==> src/rtl/gpio_in_conditioner_pkg.sv <==
// Shared constants and helpers for the GPIO input conditioning slice.
package gpio_pkg;

   localparam int GPIO_WIDTH         = 8;
   localparam int DEBOUNCE_1MS_12MHZ = 12000;

   // Counter must hold values up to and including the debounce length.
   function automatic int cnt_width(input int debounce_cycles);
      return $clog2(debounce_cycles + 1);
   endfunction

endpackage

==> src/rtl/gpio_in_conditioner_if.sv <==
// Pin-side and CPU-side GPIO bundle; slave is the conditioner, master the consumer/board.
interface gpio_in_conditioner_if #(
   parameter int WIDTH = gpio_pkg::GPIO_WIDTH
);
   logic [WIDTH-1:0] pins_i;
   logic [WIDTH-1:0] gpio_i;
   logic [WIDTH-1:0] rise_o;
   logic [WIDTH-1:0] fall_o;
   logic [WIDTH-1:0] changed_o;
   logic [WIDTH-1:0] ack_i;

   modport slave (
      input  pins_i,
      input  ack_i,
      output gpio_i,
      output rise_o,
      output fall_o,
      output changed_o
   );

   modport master (
      output pins_i,
      output ack_i,
      input  gpio_i,
      input  rise_o,
      input  fall_o,
      input  changed_o
   );
endinterface

==> src/rtl/gpio_in_conditioner_debounce_bit.sv <==
// Single-bit conditioner: 2-flop synchroniser, stability counter, edge pulses, sticky flag.
module gpio_debounce_bit
   import gpio_pkg::*;
#(
   parameter int DEBOUNCE_CYCLES = DEBOUNCE_1MS_12MHZ
) (
   input  logic clk,
   input  logic reset,
   input  logic pin_i,
   input  logic ack_i,
   output logic level_o,
   output logic rise_o,
   output logic fall_o,
   output logic changed_o
);

   localparam int               CNT_W  = cnt_width(DEBOUNCE_CYCLES);
   localparam logic [CNT_W-1:0] CNT_TC = CNT_W'(DEBOUNCE_CYCLES - 1);

   logic             s1_q, s2_q;
   logic             stable_q, stable_d;
   logic             rise_q, rise_d;
   logic             fall_q, fall_d;
   logic             changed_q, changed_d;
   logic [CNT_W-1:0] cnt_q, cnt_d;

   always_comb begin
      stable_d = stable_q;
      cnt_d    = '0;
      rise_d   = 1'b0;
      fall_d   = 1'b0;
      if (s2_q == stable_q) begin
         cnt_d = '0;
      end else if (cnt_q == CNT_TC) begin
         stable_d = s2_q;
         cnt_d    = '0;
         rise_d   = s2_q;
         fall_d   = ~s2_q;
      end else begin
         cnt_d = cnt_q + CNT_W'(1);
      end
      // A new event outranks a simultaneous acknowledge so it is never lost.
      changed_d = rise_d | fall_d | (changed_q & ~ack_i);
   end

   always_ff @(posedge clk) begin
      if (!reset) begin
         s1_q      <= 1'b0;
         s2_q      <= 1'b0;
         stable_q  <= 1'b0;
         cnt_q     <= '0;
         rise_q    <= 1'b0;
         fall_q    <= 1'b0;
         changed_q <= 1'b0;
      end else begin
         s1_q      <= pin_i;
         s2_q      <= s1_q;
         stable_q  <= stable_d;
         cnt_q     <= cnt_d;
         rise_q    <= rise_d;
         fall_q    <= fall_d;
         changed_q <= changed_d;
      end
   end

   assign level_o   = stable_q;
   assign rise_o    = rise_q;
   assign fall_o    = fall_q;
   assign changed_o = changed_q;

endmodule

==> src/rtl/gpio_in_conditioner.sv <==
// Debounces raw board pins into the 6502 unit's gpio_i, with per-bit edge events and sticky change flags.
module gpio_in_conditioner
   import gpio_pkg::*;
#(
   parameter int WIDTH           = GPIO_WIDTH,
   parameter int DEBOUNCE_CYCLES = DEBOUNCE_1MS_12MHZ
) (
   input  logic                  clk,
   input  logic                  reset,
   gpio_in_conditioner_if.slave  bus
);

   // Bits share nothing but the clock and reset.
   for (genvar g = 0; g < WIDTH; g++) begin : g_bit
      gpio_debounce_bit #(
         .DEBOUNCE_CYCLES (DEBOUNCE_CYCLES)
      ) u_bit (
         .clk       (clk),
         .reset     (reset),
         .pin_i     (bus.pins_i[g]),
         .ack_i     (bus.ack_i[g]),
         .level_o   (bus.gpio_i[g]),
         .rise_o    (bus.rise_o[g]),
         .fall_o    (bus.fall_o[g]),
         .changed_o (bus.changed_o[g])
      );
   end

endmodule

==> src/flat_wrapper.sv <==
// flat-port wrapper written by rule: the top's interface ports become plain ports
module gpio_in_conditioner_flat import gpio_pkg::*;
#(
   parameter int WIDTH           = GPIO_WIDTH,
   parameter int DEBOUNCE_CYCLES = DEBOUNCE_1MS_12MHZ
)
  (clk, reset, bus_pins_i, bus_ack_i, bus_gpio_i, bus_rise_o, bus_fall_o, bus_changed_o);
  gpio_in_conditioner_if #(.WIDTH(WIDTH)) bus_i ();
  input  logic clk;
  input  logic reset;
  input wire logic [$bits(bus_i.pins_i)-1:0] bus_pins_i;
  input wire logic [$bits(bus_i.ack_i)-1:0] bus_ack_i;
  output wire logic [$bits(bus_i.gpio_i)-1:0] bus_gpio_i;
  output wire logic [$bits(bus_i.rise_o)-1:0] bus_rise_o;
  output wire logic [$bits(bus_i.fall_o)-1:0] bus_fall_o;
  output wire logic [$bits(bus_i.changed_o)-1:0] bus_changed_o;
  assign bus_i.pins_i = bus_pins_i;
  assign bus_i.ack_i = bus_ack_i;
  assign bus_gpio_i = bus_i.gpio_i;
  assign bus_rise_o = bus_i.rise_o;
  assign bus_fall_o = bus_i.fall_o;
  assign bus_changed_o = bus_i.changed_o;
  gpio_in_conditioner #(.WIDTH(WIDTH), .DEBOUNCE_CYCLES(DEBOUNCE_CYCLES)) u_core (.clk(clk), .reset(reset), .bus(bus_i));
endmodule
==> config.mk <==
export PLATFORM = sky130hd
export DESIGN_NAME = gpio_in_conditioner_flat
export DESIGN_NICKNAME = d
export VERILOG_FILES = /design/src/rtl/gpio_in_conditioner_pkg.sv /design/src/rtl/gpio_in_conditioner_if.sv /design/src/rtl/gpio_in_conditioner_debounce_bit.sv /design/src/rtl/gpio_in_conditioner.sv /design/src/flat_wrapper.sv
export SDC_FILE = /design/constraint.sdc
export NUM_CORES = 1
export LEC_CHECK = 0
export BUFFER_PORTS_ARGS = -buffer_cell sky130_fd_sc_hd__buf_2
export CAP_MARGIN = 20
export CORE_ASPECT_RATIO = 1.1
export CORE_MARGIN = 2
export CORE_UTILIZATION = 60
export DETAILED_ROUTE_END_ITERATION = 16
export PLACE_DENSITY = 0.86
export SETUP_SLACK_MARGIN = 0.15
export SYNTH_ARGS = -nofsm -noshare
export SYNTH_HDL_FRONTEND = slang
export SYNTH_SLANG_ARGS = --single-unit
==> constraint.sdc <==
create_clock -name clk -period 2.2 [get_ports clk]
set_input_delay 0.55 -clock clk [delete_from_list [all_inputs] [get_ports clk]]
set_output_delay 0.55 -clock clk [all_outputs]
set_load 0.005 [all_outputs]
==> results.tsv <==
stage	metric	value	unit
outcome	run_status	completed	
die	die_width	105.5	um
die	std_cell_rows	40	
cts	cts_tree	yes	
synth	post_synth_xor_area_fraction	12.74	%
synth	yosysUniqueCellTypes	40	
finish	syn_to_final_growth	9.967	%
setup_path	critPathKind	reg2reg	
routing	ant_nets	0	
finish	stdcell_count	921	
sta	max_freq	0.5213	GHz
die	coreArea	11010	um2
die	start_util	61.80	%
finish	drive_gt1_share	13.31	%
placed_design	dp.cells	889	
worst_hold_path	hold_path.class	in2reg	
synth	synth_top_family_by_area	simple AND/OR/NAND/NOR gates	
sta	hold_ws	325.1	ps
die	die_h	115.7	um
routing	drt_wl_total	11910	um
power	peakVddDrop	0.4658	mV
cts	h-tree-depth	4	
power	total_power	5.754	mW
placed_design	place_area	6915	um2
finish	finalCoreUtilization	67.95	%
routing	vias	4914	
placed_design	pre_cts_slack	302.3	ps
sta	final.min_clock_period	1918	ps
sta	drv_slew	0	
power	cellLeakagePower	2.471	nW
routing	wl_per_cell	12.93	um
sta	grt_setup_unrepaired	no	
cts	cts_hold_buf	0	
grt	grt_usage	20.80	%
cts	cts.sinks	160	
grt	grt_pass1_wl	20820	um
synth	yosys.area_share.simple	29.75	%
grt	grt_max_degree	20	
grt	grt_pass1_vias	4814	
finish	fill_cells	843	
sta	hold_viol_final	0	
synth	synth_mux_area_share	1.177	%
sta	maxSlewHeadroom	62.91	%
setup_path	cp-start-kind	flip-flop	
cts	ctsResizeCount	0	
finish	nets	787	
placed_design	io_buffers	49	
synth	synth-adder-area-share	1.471	%
setup_path	worst_ep_required_time	2470	ps
routing	drt-initial-drc-count	203	
synth	synth_area	6804	um2
sta	finalWorstSetupSlack	281.9	ps
synth	yosysSeqAreaShare	47.08	%
setup_path	regToRegStartpoint	u_core.g_bit[0].u_bit.cnt_q[5]	
cts	cts_buffers	17	
grt	antenna_found_initial	0	
synth	synth_nets	763	
grt	gr-total-overflow	0	
sta	tns	0	ps
setup_path	critPathLaunch	u_core.g_bit[0].u_bit.cnt_q[5]	
flow_run	maxCapViolations	0	
finish	diodes	0	
synth	syn-instance-count	737	
setup_path	path_max_fanout	14	
setup_path	endpoint_kind	flip-flop	
synth	netlist.area_leader.share	47.08	%
power	powerDensity	769.1	nW/um2
placed_design	gp_congestion	0.8589	
synth	synth_warnings	0	
die	die_area	12210	um2
cts	clk_pin_slew	60	ps
cts	clk_path_buf_depth	2	
cts	clkLatencyLatePin	410	ps
finish	finalInstanceArea	7482	um2
cts	post_cts_buffers	0	
synth	synth_top_area_cell	dfxtp_1	
cts	root_buffer	clkbuf_16	
placed_design	dp_hpwl	8347	um
synth	synth_compound_area_share	1.398	%
sta	fin_skew	8.221	ps
sta	post-route-period-util	87.19	%
synth	ys_top_cells_by_area	dfxtp_1, xnor2_1, nor2_1	
die	ioPinCount	50	
worst_hold_path	min_from	bus_ack_i[3]	
setup_path	cp.arrival	2180	ps
sta	setup_viol	0	
routing	via_per_inst	5.336	
routing	dr.pass1.iters	4	
sta	worst_pin_slew	554.7	ps
synth	syn_area_per_cell	9.232	um2
synth	ys_seq_elements	160	
routing	drc	0	
power breakdown:
| group | internal, mW | leakage (nW) | total [mW] | switching (mW) |
|---|---|---|---|---|
| registers | 2.92 | 1.29 | 2.93 | 0.0137 |
| clock network | 1.62 | 0.268 | 2.75 | 1.13 |
| logic | 0.0330 | 0.911 | 0.0770 | 0.0440 |
cell usage in the layout, fill, tap and decap left out, types with 4 or more instances in the layout:
master / count
ha_1: 8
buf_2: 49
xor2_1: 36
or2_2: 4
mux2i_1: 8
nor4_1: 27
o21ai_0: 5
nand3_1: 46
and2_1: 18
xnor2_1: 63
clkbuf_16: 17
inv_1: 23
and4_1: 6
nand2_1: 41
nor2b_1: 20
nand4_1: 23
buf_4: 4
nor3_1: 20
a21oi_1: 11
nor2_1: 121
nor3b_1: 17
clkinvlp_4: 4
dfxtp_1: 160
final cells by class:
class                   instances  area [um2]  share of cell area, %
clock buffers                  20       456.7                  6.104
clock inverters                12       110.1                  1.472
well taps                     147       183.9                  2.458
repair buffers                 53       275.3                  3.679
inverters                      23       86.33                  1.154
flip-flops and latches        160        3203                  42.81
multi-input cells             506        3167                  42.32
registers in the layout, indices dropped and copies added (netlist names):
| register | flops |
|---|---|
| u_core.g_bit.u_bit.level_o | 8 |
| u_core.g_bit.u_bit.s1_q | 8 |
| u_core.g_bit.u_bit.fall_o | 8 |
| u_core.g_bit.u_bit.changed_o | 8 |
| u_core.g_bit.u_bit.s2_q | 8 |
| u_core.g_bit.u_bit.rise_o | 8 |
| u_core.g_bit.u_bit.cnt_q | 112 |
logic make-up (layout without fill, tap and decap cells):
group | Yosys count | in the layout
and+or+nand+nor | 373 | 373
DFF | 160 | 160
xor gates and xnor gates | 99 | 99
AOI/OAI and AO/OA | 18 | 18
muxes | 8 | 8
buffers and inverters | 71 | 108
adders and majority gates | 8 | 8
critical path, stage by stage (launching register included):
cell	delay, ps
dfxtp_1	350
or4b_1	550
nor4_1	280
nand3b_1	490
nor2_1	110
worst paths after layout:
check | endpoint | slack (ps) | cells after the start
hold / removal | u_core.g_bit[3].u_bit.changed_o | 330 | 2
hold reg to reg | u_core.g_bit[3].u_bit.s2_q | 440 | 1
setup reg to reg | u_core.g_bit[0].u_bit.cnt_q[13] | 280 | 4
setup / recovery | u_core.g_bit[0].u_bit.cnt_q[13] | 280 | 4
routing by layer:
| layer | GRT usage, % | wire, um | up-vias |
|---|---|---|---|
| met4 | 7.544 | 138 | 0 |
| met3 | 5.624 | 382 | 12 |
| met5 | 0 | 0 | - |
| met2 | 37.81 | 6041 | 84 |
| li1 | - | - | 2502 |
| met1 | 23.56 | 5341 | 2316 |
synthesized netlist by cell type:
master / instances
xnor2_1: 63
and3_1: 1
nand2_1: 41
or4_1: 2
buf_2: 2
or3b_2: 2
clkbuf_1: 7
nand3b_2: 2
or2_2: 4
and2_1: 18
or4b_1: 3
nor4b_1: 1
o31ai_1: 2
nand3b_4: 1
nand2b_1: 1
nor4_1: 27
nor2_1: 121
nand3b_1: 2
xor2_1: 36
mux2i_1: 8
o21ai_0: 5
or4b_4: 3
nor2b_1: 20
nand4_1: 23
or3_1: 3
and4_1: 6
buf_8: 1
inv_1: 23
nand4b_1: 2
nor3_1: 20
nor3b_1: 17
buf_6: 3
ha_1: 8
nor4_4: 3
a21oi_1: 11
nor4_2: 3
nand3_1: 46
or4b_2: 1
buf_4: 35
dfxtp_1: 160
(Power assumes the default switching activity.)
